## config.mk

```make
export PLATFORM = sky130hd
export DESIGN_NAME = thread_fetch_flat
export DESIGN_NICKNAME = d
export VERILOG_FILES = /design/src/rtl/thread_fetch_if.sv /design/src/rtl/thread_fetch.sv /design/src/flat_wrapper.sv
export SDC_FILE = /design/constraint.sdc
export NUM_CORES = 1
export LEC_CHECK = 0
export ABC_AREA = 1
export BUFFER_PORTS_ARGS = -buffer_cell sky130_fd_sc_hd__buf_4
export CAP_MARGIN = 10
export CORE_MARGIN = 5
export CORE_UTILIZATION = 37
export CTS_BUF_LIST = sky130_fd_sc_hd__clkbuf_2
export CTS_CLUSTER_SIZE = 28
export DETAILED_ROUTE_END_ITERATION = 10
export GPL_ROUTABILITY_DRIVEN = 0
export MAX_ROUTING_LAYER = met4
export PLACE_DENSITY = 0.6
export SYNTH_ARGS = -nofsm -noshare
export SYNTH_HDL_FRONTEND = slang
export SYNTH_SLANG_ARGS = --single-unit
```

## constraint.sdc

```tcl
create_clock -name clk -period 3.65 [get_ports clk]
set_input_delay 0.365 -clock clk [delete_from_list [all_inputs] [get_ports clk]]
set_output_delay 0.365 -clock clk [all_outputs]
set_load 0.02 [all_outputs]
```

## src/rtl/thread_fetch_if.sv

```systemverilog
// Fetch-stage bundle: thread control and redirect inputs, the instruction memory
// port, and the IF/ID register outputs toward decode.
interface thread_fetch_if #(
  parameter int n       = 32,
  parameter int THREADS = 4
);
  localparam int TW = $clog2(THREADS);

  // Handshake: there is no ready. if_valid qualifies if_instr/if_pc/if_tid each
  // cycle. stall is the only backpressure and holds the entry in place. A
  // redirect is accepted on every edge where redirect_valid=1.
  logic [THREADS-1:0] thread_en;
  logic               stall;
  logic               redirect_valid;
  logic [TW-1:0]      redirect_tid;
  logic [n-1:0]       redirect_pc;
  logic [n-1:0]       imem_addr;
  logic [n-1:0]       imem_data;
  logic               if_valid;
  logic [n-1:0]       if_instr;
  logic [n-1:0]       if_pc;
  logic [TW-1:0]      if_tid;

  modport master (
    input  thread_en, stall, redirect_valid, redirect_tid, redirect_pc, imem_data,
    output imem_addr, if_valid, if_instr, if_pc, if_tid
  );

  modport slave (
    output thread_en, stall, redirect_valid, redirect_tid, redirect_pc, imem_data,
    input  imem_addr, if_valid, if_instr, if_pc, if_tid
  );
endinterface

```

## src/rtl/thread_fetch.sv

```systemverilog
// Round-robin multithreaded instruction fetch: one PC per thread, one fetch per
// cycle from a combinational big-endian instruction memory into the IF/ID register.
module thread_fetch #(
  parameter int n            = 32,
  parameter int THREADS      = 4,
  parameter int Psize        = 512,
  parameter int RESET_STRIDE = 128
) (
  input  logic          clk,
  input  logic          nrst,
  thread_fetch_if.master bus
);
  localparam int TW = $clog2(THREADS);

  logic [n-1:0]  pc_q [THREADS];
  logic [n-1:0]  pc_d [THREADS];
  logic [TW-1:0] last_q, last_d;
  logic          if_valid_q, if_valid_d;
  logic [n-1:0]  if_instr_q, if_instr_d;
  logic [n-1:0]  if_pc_q, if_pc_d;
  logic [TW-1:0] if_tid_q, if_tid_d;

  logic [TW-1:0] sel;
  logic [TW-1:0] idx;
  logic          found;
  logic          any_en;
  logic [n-1:0]  sel_pc;
  logic [n-1:0]  inc;
  logic          squash_new;

  // Scan starts one past the last winner; the final step wraps back onto last
  // itself so a lone enabled thread keeps being selected.
  always_comb begin
    sel   = last_q;
    idx   = last_q;
    found = 1'b0;
    for (int i = 1; i <= THREADS; i++) begin
      idx = last_q + TW'(i);
      if (!found && bus.thread_en[idx]) begin
        sel   = idx;
        found = 1'b1;
      end
    end
  end

  assign any_en        = |bus.thread_en;
  assign sel_pc        = pc_q[sel];
  assign bus.imem_addr = any_en ? sel_pc : '0;

  always_comb begin
    inc = sel_pc + n'(4);
    if (inc >= n'(Psize)) inc = '0;
  end

  assign squash_new = bus.redirect_valid && (bus.redirect_tid == sel);

  always_comb begin
    pc_d       = pc_q;
    last_d     = last_q;
    if_valid_d = if_valid_q;
    if_instr_d = if_instr_q;
    if_pc_d    = if_pc_q;
    if_tid_d   = if_tid_q;
    if (!bus.stall) begin
      if (any_en) begin
        if_instr_d = bus.imem_data;
        if_pc_d    = sel_pc;
        if_tid_d   = sel;
        if_valid_d = !squash_new;
        pc_d[sel]  = inc;
        last_d     = sel;
      end else begin
        if_valid_d = 1'b0;
      end
    end else if (bus.redirect_valid && if_valid_q && (if_tid_q == bus.redirect_tid)) begin
      if_valid_d = 1'b0;
    end
    // Redirect wins over the increment of the same thread.
    if (bus.redirect_valid) pc_d[bus.redirect_tid] = bus.redirect_pc & ~n'(3);
  end

  always_ff @(posedge clk or negedge nrst) begin
    if (!nrst) begin
      for (int t = 0; t < THREADS; t++) pc_q[t] <= n'(t * RESET_STRIDE);
      last_q     <= TW'(THREADS - 1);
      if_valid_q <= 1'b0;
      if_instr_q <= '0;
      if_pc_q    <= '0;
      if_tid_q   <= '0;
    end else begin
      pc_q       <= pc_d;
      last_q     <= last_d;
      if_valid_q <= if_valid_d;
      if_instr_q <= if_instr_d;
      if_pc_q    <= if_pc_d;
      if_tid_q   <= if_tid_d;
    end
  end

  assign bus.if_valid = if_valid_q;
  assign bus.if_instr = if_instr_q;
  assign bus.if_pc    = if_pc_q;
  assign bus.if_tid   = if_tid_q;
endmodule
```

## src/flat_wrapper.sv

```systemverilog
// flat-port wrapper written by rule: the top's interface ports become plain ports
module thread_fetch_flat 
#(
  parameter int n            = 32,
  parameter int THREADS      = 4,
  parameter int Psize        = 512,
  parameter int RESET_STRIDE = 128
)
  (clk, nrst, bus_thread_en, bus_stall, bus_redirect_valid, bus_redirect_tid, bus_redirect_pc, bus_imem_data, bus_imem_addr, bus_if_valid, bus_if_instr, bus_if_pc, bus_if_tid);
  thread_fetch_if #(.n(n), .THREADS(THREADS)) bus_i ();
  input  logic clk;
  input  logic nrst;
  input wire logic [$bits(bus_i.thread_en)-1:0] bus_thread_en;
  input wire logic [$bits(bus_i.stall)-1:0] bus_stall;
  input wire logic [$bits(bus_i.redirect_valid)-1:0] bus_redirect_valid;
  input wire logic [$bits(bus_i.redirect_tid)-1:0] bus_redirect_tid;
  input wire logic [$bits(bus_i.redirect_pc)-1:0] bus_redirect_pc;
  input wire logic [$bits(bus_i.imem_data)-1:0] bus_imem_data;
  output wire logic [$bits(bus_i.imem_addr)-1:0] bus_imem_addr;
  output wire logic [$bits(bus_i.if_valid)-1:0] bus_if_valid;
  output wire logic [$bits(bus_i.if_instr)-1:0] bus_if_instr;
  output wire logic [$bits(bus_i.if_pc)-1:0] bus_if_pc;
  output wire logic [$bits(bus_i.if_tid)-1:0] bus_if_tid;
  assign bus_i.thread_en = bus_thread_en;
  assign bus_i.stall = bus_stall;
  assign bus_i.redirect_valid = bus_redirect_valid;
  assign bus_i.redirect_tid = bus_redirect_tid;
  assign bus_i.redirect_pc = bus_redirect_pc;
  assign bus_i.imem_data = bus_imem_data;
  assign bus_imem_addr = bus_i.imem_addr;
  assign bus_if_valid = bus_i.if_valid;
  assign bus_if_instr = bus_i.if_instr;
  assign bus_if_pc = bus_i.if_pc;
  assign bus_if_tid = bus_i.if_tid;
  thread_fetch #(.n(n), .THREADS(THREADS), .Psize(Psize), .RESET_STRIDE(RESET_STRIDE)) u_core (.clk(clk), .nrst(nrst), .bus(bus_i));
endmodule
```

==> summary.md, run 1 <==
| Metric | Value |
|---|---|
| Final TNS setup | `-13.75 ns` |
| Post-Synth Simple-Gate Area | `34.52%` |
| Syn Area/Cell | `7.071 um2` |
| Sink Count | `197` |
| Vias | `12200` |
| IO buf count | `170` |
| Asr flop ratio synth | `100.0%` |
| Min-delay worst type | `in2async` |
| Crit Path Max Fanout | `6` |
| 1st-iter DRT viols | `928` |
| Num CTS Buffers | `17` |
| Rows | `64` |
| Worst-path cell chain | `clkinv_4 -> nand2_4 -> nand2_4 -> nand2_4 -> nand3_2 -> nand2_2 -> nand2_2 -> o21ai_4 -> inv_4 -> buf_6 -> buf_6 -> nor2_4 -> buf_6 -> clkinvlp_4 -> o221ai_2 -> inv_1 -> nor2_1 -> buf_4` |
| Drt pass-1 iters | `5` |
| Via density | `5.114` |
| Failing checks | `setup timing` |
| Slack of the critical path | `-0.3741 ns` |
| WP data required | `3.28 ns` |
| Synth top cells by count | `nand2_1 (506), dfrtp_1 (191), nor2_1 (184)` |
| ANT nets after route | `0` |
| Multiplexer area fraction after synthesis | `0%` |
| Post-Layout Cell Count | `2386` |
| Worst Skew | `0.07336 ns` |
| Clock Tree Buf Depth | `2` |
| Largest cells by area after synthesis | `dfrtp_1 (42%), nand2_1 (17%), nor2_1 (6.1%)` |
| Tmin final | `4.024 ns` |
| Layout cells sized above 1 | `31.88%` |
| Vias in the first global route | `11660` |
| Die area | `34460 um2` |
| Mapped Area | `11410 um2` |
| Worst path max stage delay | `0.70 ns` |
| Post-route DRC | `0` |
| # IOs | `173` |
| Final period util | `110.2%` |
| Nets | `2051` |
| Worst-path clk slew | `0.34 ns` |
| Die width | `185.6 um` |
| Clk root buf | `clkbuf_2` |
| Detailed Route WL | `40.73 mm` |
| Htree depth | `4` |
| Synth Net Count | `1689` |
| Outcome | `complete, but fails checks` |
| Worst Setup End Kind | `primary output` |
| WL/cell | `17.07 um` |
| Post-Synth XOR/XNOR Area | `0.8442%` |
| Grt met1 use | `32.11%` |
| Share of the synthesized area in the top cell type | `41.88%` |
| Synthesized instance count | `1614` |
| Worst r2r src | `u_core.last_q[1]` |
| Largest family of logic cells by synthesized area | `simple AND/OR/NAND/NOR gates` |
| Top-count cell post-synth | `nand2_1` |
| Max cap viols | `0` |
| Antenna violations before repair | `1` |
| First-pass GRT wire length | `62.79 mm` |
| Worst slew pin tran | `1.167 ns` |
| Crit start category | `flop` |
| Register area share after synthesis | `43.26%` |
| RSZ-0062 raised after global routing | `true` |
| Post-synthesis compound-gate area fraction | `12.06%` |
| Crit path DAT | `3.66 ns` |
| Warnings, synthesis | `0` |
| Hpwl dp | `25.73 mm` |
| Remaining Overflow, GRT | `0` |
| Setup crit start | `u_core.last_q[1]` |
| Top cell type by total area after synthesis | `dfrtp_1` |
| Pins Over Slew Limit | `0` |
| Initial Utilization | `37.41%` |
| CTS tree | `yes` |
| Setup WS pre-CTS | `-0.3499 ns` |
| Met2 GRT Util | `38.16%` |
| Final Hold Viols | `0` |
| Worst slew margin | `22.11%` |
| M3 GR Usage | `3.146%` |
| Critical path class | `reg2out` |
| GRT busiest layer | `met2` |
| # setup viols final | `63` |
| Register bit total from synthesis | `197` |
| Chip height | `185.6 um` |
| Dpl cells | `2229` |
| Overall Global Routing Usage | `23.48%` |
| Area added between synthesis and finish | `43.79%` |
| CP max stage cell | `dfstp_2` |
| Core ar. | `30510 um2` |
| Largest net degree at the start of global routing | `120` |
| Post-Synth Adder-Cell Area | `0.1096%` |
| Fmax | `0.2485 GHz` |
| Distinct cells, synth | `40` |
| Predominant post-synthesis flop cell | `dfrtp_1` |
| Post-synth EDFFs | `0` |
| Worst-Skew Late Latency | `0.83 ns` |
[cell type report]
class	instances	area, um2
Multi-Input combinational cell	1172	6274
Inverter	159	626.9
Clock buffer	19	95.09
Antenna cell	1	2.502
Timing Repair Buffer	429	3864
Fill cell	2846	14100
Tap cell	396	495.5
Clock inverter	13	115.1
Sequential cell	197	4937
[repair_timing]
| action | in CTS | in global routing |
|---|---|---|
| pin swaps | 47 | 96 |
| gates cloned | 3 | 2 |
| setup buffers | 23 | 28 |
| gates resized for setup | 148 | 150 |
| hold endpoints to repair | 241 | 0 |
| endpoints found under the setup margin | 66 | 67 |
| hold buffers | 69 | 0 |
[registers in the layout, indices dropped and copies added (netlist names)]
register / cells
u_core.pc_q: 128
u_core.bus.if_instr: 32
u_core.bus.if_pc: 32
u_core.bus.if_tid: 2
u_core.last_q: 2
u_core.bus.if_valid: 1
[path summary, 6_finish.rpt]
check,endpoint,slack (ns),cells past startpoint
worst max-delay path,bus_imem_addr[0],-0.37,18
worst min-delay path,u_core.pc_q[6],0.15,2
worst max register to register,u_core.pc_q[33],-0.32,28
worst min register to register,u_core.bus.if_instr[18],0.51,2
max in group asynchronous,u_core.pc_q[122],2.55,3
min in group clk,u_core.bus.if_instr[21],0.24,4
[critical path, delay by kind of cell, from the launching register on]
| kind | cells | cell delay, ns |
|---|---|---|
| flops | 1 | 0.70 |
| simple gates | 8 | 0.72 |
| compound gates | 2 | 0.44 |
| buf+inv | 8 | 0.97 |
[logic make-up (layout without fill, tap and decap cells)]
group / count (synthesis) / in the layout
AOI/OAI and AO/OA: 258 / 258
buffers and inverters: 245 / 620
xor gates and xnor gates: 11 / 11
and+or+nand+nor: 902 / 902
adders and majority gates: 1 / 1
other: 0 / 1
DFF: 197 / 197
[layer usage]
layer / vias up / part of all wire, %
li1: 5875 / -
met1: 5756 / 44
met2: 517 / 46
met3: 53 / 7.6
met4: 0 / 1.7
met5: - / 0
[stage by stage]
step / util [%] / cell area, um2 / hold WS [ns]
2_1_floorplan: - / 11410 / 0.06941
3_3_place_gp: 45.64 / 13920 / 0.4551
3_5_place_dp: 45.64 / 13920 / 0.4616
4_1_cts: 51.36 / 15670 / 0.1036
5_1_grt: 53.79 / 16410 / 0.1270
6_report: 53.79 / 16410 / 0.1525
[cell usage in the layout (no fill, tap or decap), types with 3 or more instances in the layout]
master | Yosys | layout
a21oi_1 | 107 | 87
nand2_1 | 506 | 413
a22oi_2 | 0 | 3
clkbuf_2 | 0 | 19
a21oi_2 | 0 | 19
nand4_4 | 0 | 6
inv_4 | 1 | 6
a22oi_1 | 18 | 15
buf_4 | 5 | 300
xor2_1 | 8 | 8
clkinv_4 | 0 | 4
nand4_1 | 13 | 13
buf_6 | 13 | 33
nand2_2 | 29 | 83
buf_8 | 0 | 5
o21ai_2 | 1 | 3
dfstp_2 | 6 | 6
xnor2_1 | 3 | 3
a31oi_1 | 16 | 16
nor2_2 | 9 | 17
dlygate4sd3_1 | 0 | 69
nand3_2 | 2 | 8
nand2_4 | 2 | 40
inv_8 | 0 | 3
nand3b_1 | 33 | 33
buf_16 | 0 | 4
nand3_1 | 104 | 97
dfrtp_1 | 191 | 191
nor2_1 | 184 | 157
buf_12 | 0 | 15
o21ai_0 | 106 | 105
inv_1 | 150 | 139
nor2_4 | 8 | 27
inv_2 | 7 | 9
inv_6 | 0 | 6
Power of run 1 is left out: the tool's default activity adds up to more than one toggle a clock period on the data nets, which glitch-free logic cannot reach.
==> run 2: changes to the inputs <==
- ABC_AREA: 1 -> default
- SETUP_SLACK_MARGIN: default -> 0.5
==> run 2 against run 1 <==
  * The run still ends with setup timing left
  * Utilization is 1.2 points higher
  * Via count shrank 9.6%
  * Routed wire length is 1.4% lower
  * Maximum frequency rose by 6.4%
  * Critical endpoint is now u_core.pc_q[67]
  * Largest cell class unchanged
==> summary.md, run 2 <==
| Metric | Value |
|---|---|
| Post-synth EDFFs | `0` |
| Worst Skew | `0.05135 ns` |
| Area added between synthesis and finish | `45.83%` |
| Power per cell area | `640.9 nW/um2` |
| Hpwl dp | `24.77 mm` |
| Antenna violations before repair | `1` |
| Top-count cell post-synth | `nand2_1` |
| Overall Global Routing Usage | `24.85%` |
| Failing checks | `setup timing` |
| Crit path DAT | `4.54 ns` |
| Fin Hold WS | `0.03643 ns` |
| Leading cell types in the layout, fill and taps excluded | `nand2_1 (408), buf_4 (257), dfrtp_1 (191)` |
| Max cap viols | `0` |
| Post-route DRC | `0` |
| Initial Utilization | `37.71%` |
| Leading cell type in the layout, fill and taps excluded | `nand2_1` |
| Setup WS pre-CTS | `-0.2051 ns` |
| Clock Tree Buf Depth | `2` |
| Die area | `31940 um2` |
| Vias | `11030` |
| Final core occ | `54.99%` |
| Largest cells by area after synthesis | `dfrtp_1 (45%), nand2_1 (15%), o21ai_0 (6.7%)` |
| CP max stage cell | `dfstp_2` |
| Grt met1 use | `33.39%` |
| Detailed Route WL | `40.16 mm` |
| Predominant post-synthesis flop cell | `dfrtp_1` |
| Synth Net Count | `1359` |
| Worst-path cell chain | `buf_6 -> nand2b_4 -> a21o_1 -> and2_4 -> buf_12 -> nor2_4 -> nor2_2 -> nor2_2 -> a31oi_4 -> ha_4 -> nand4_1 -> or4b_1 -> and3_4 -> a2111oi_4 -> buf_6 -> buf_12 -> a31oi_1 -> o311ai_1` |
| Num CTS Buffers | `17` |
| # IOs | `173` |
| ANT nets after route | `0` |
| GRT busiest layer | `met2` |
| Worst slew pin tran | `1.049 ns` |
| Chip height | `178.7 um` |
| 1st-iter DRT viols | `1168` |
| Share of the synthesized area in the top cell type | `45.37%` |
| Worst path bufs/invs | `4` |
| Largest register FFs | `128` |
| Rows | `61` |
| Crit start category | `flop` |
| WP data required | `4.41 ns` |
| CTS tree | `yes` |
| Fmax | `0.2644 GHz` |
| Min-delay worst type | `in2async` |
| Asr flop ratio synth | `100.0%` |
| Crit Path Max Fanout | `8` |
| Nets | `1698` |
| Remaining Overflow, GRT | `0` |
| Critical path class | `reg2reg` |
| Vias in the first global route | `10490` |
| Tmin final | `3.782 ns` |
| RSZ-0062 raised after global routing | `true` |
| Worst path max stage delay | `0.63 ns` |
| Total power draw | `9.845 mW` |
| Core ar. | `27930 um2` |
| Largest delay share family, worst path | `simple AND/OR/NAND/NOR gates` |
| Met2 GRT Util | `38.42%` |
| WL/cell | `19.92 um` |
| Worst Setup End Kind | `flop` |
| Mapped Area | `10530 um2` |
| Worst slew margin | `29.98%` |
| Worst-path clk slew | `0.32 ns` |
| Syn Area/Cell | `8.204 um2` |
| Worst-Skew Late Latency | `0.83 ns` |
| Slack of the critical path | `-0.1317 ns` |
| Synthesized instance count | `1284` |
| IO buf count | `170` |
| Pleak | `7.033 nW` |
| Final Hold Viols | `0` |
| Via density | `5.469` |
| Outcome | `complete, but fails checks` |
| Final period util | `103.6%` |
| Drt pass-1 iters | `5` |
| Warnings, synthesis | `0` |
| Largest net degree at the start of global routing | `99` |
| Peak supply drop | `0.0002564 V` |
| Layout cells sized above 1 | `32.76%` |
| First-pass GRT wire length | `60.24 mm` |
| Top reg by flops | `u_core.pc_q` |
| Register bit total from synthesis | `197` |
| Clk root buf | `clkbuf_2` |
| Top cell type by total area after synthesis | `dfrtp_1` |
| Die width | `178.7 um` |
| # setup viols final | `36` |
| M3 GR Usage | `4.892%` |
| Pins Over Slew Limit | `0` |
| Synth top cells by count | `nand2_1 (420), dfrtp_1 (191), o21ai_0 (140)` |
| Register area share after synthesis | `46.87%` |
| Distinct cells, synth | `69` |
| Sink Count | `197` |
| Htree depth | `4` |
run 2: power breakdown:
part,internal [mW],switching (mW)
logic,2.62,3.02
registers,2.68,0.419
clock network,0.220,0.873
run 2: repair_timing:
item / CTS / global route
cloned: 5 / 6
hold buffers: 67 / 0
setup endpoints to repair: 68 / 68
pin swaps: 25 / 39
setup buffers: 39 / 25
hold endpoints to repair: 221 / 0
resized for setup: 136 / 119
run 2: layer usage:
metal / vias up / part of all wire (%)
li1: 5037 / -
met1: 5353 / 42
met2: 552 / 46
met3: 84 / 8.9
met4: 0 / 3.0
met5: - / 0
run 2: area by class of cell:
| class | instances | area, um2 |
|---|---|---|
| timing repair buffer | 409 | 3796 |
| multi-input combinational | 989 | 5871 |
| clock buffer | 18 | 90.09 |
| fill | 2487 | 12570 |
| sequential | 197 | 4937 |
| tap | 378 | 473.0 |
| inverter | 9 | 43.79 |
| clock inverter | 14 | 145.1 |
| antenna | 2 | 5.005 |
run 2: logic make-up (layout without fill, tap and decap cells):
group	count (synthesis)	after routing	share of synthesized area [%]
and+or+nand+nor	692	693	28.29
xor gates and xnor gates	12	12	0.9977
buffers and inverters	99	450	4.383
DFF	197	197	46.87
other	0	2	0
adders and majority gates	1	1	0.1188
AOI/OAI and AO/OA	218	218	11.85
muxes	65	65	7.483
run 2: stage by stage:
stage               std cells  cell area, um2  setup TNS, ns
CTS                      1983           14600        -0.5016
floorplan                1284           10710         -16.44
detailed placement       1840           12770         -4.523
finish                   2016           15360         -2.402
global placement         1840           12770         -1.700
global route             2016           15360         -6.621
run 2: worst paths after layout:
| kind | start | end | slack (ns) | cells after the start |
|---|---|---|---|---|
| setup / recovery | u_core.last_q[0] | u_core.pc_q[67] | -0.13 | 18 |
| setup reg to reg | u_core.last_q[0] | u_core.pc_q[67] | -0.13 | 18 |
| max in group asynchronous | nrst | u_core.pc_q[38] | 2.63 | 3 |
| min in group clk | bus_imem_data[5] | u_core.bus.if_instr[5] | 0.23 | 4 |
| hold / removal | nrst | u_core.pc_q[22] | 0.04 | 2 |
| hold reg to reg | u_core.bus.if_instr[11] | u_core.bus.if_instr[11] | 0.52 | 2 |
(Power assumes the default switching activity.)
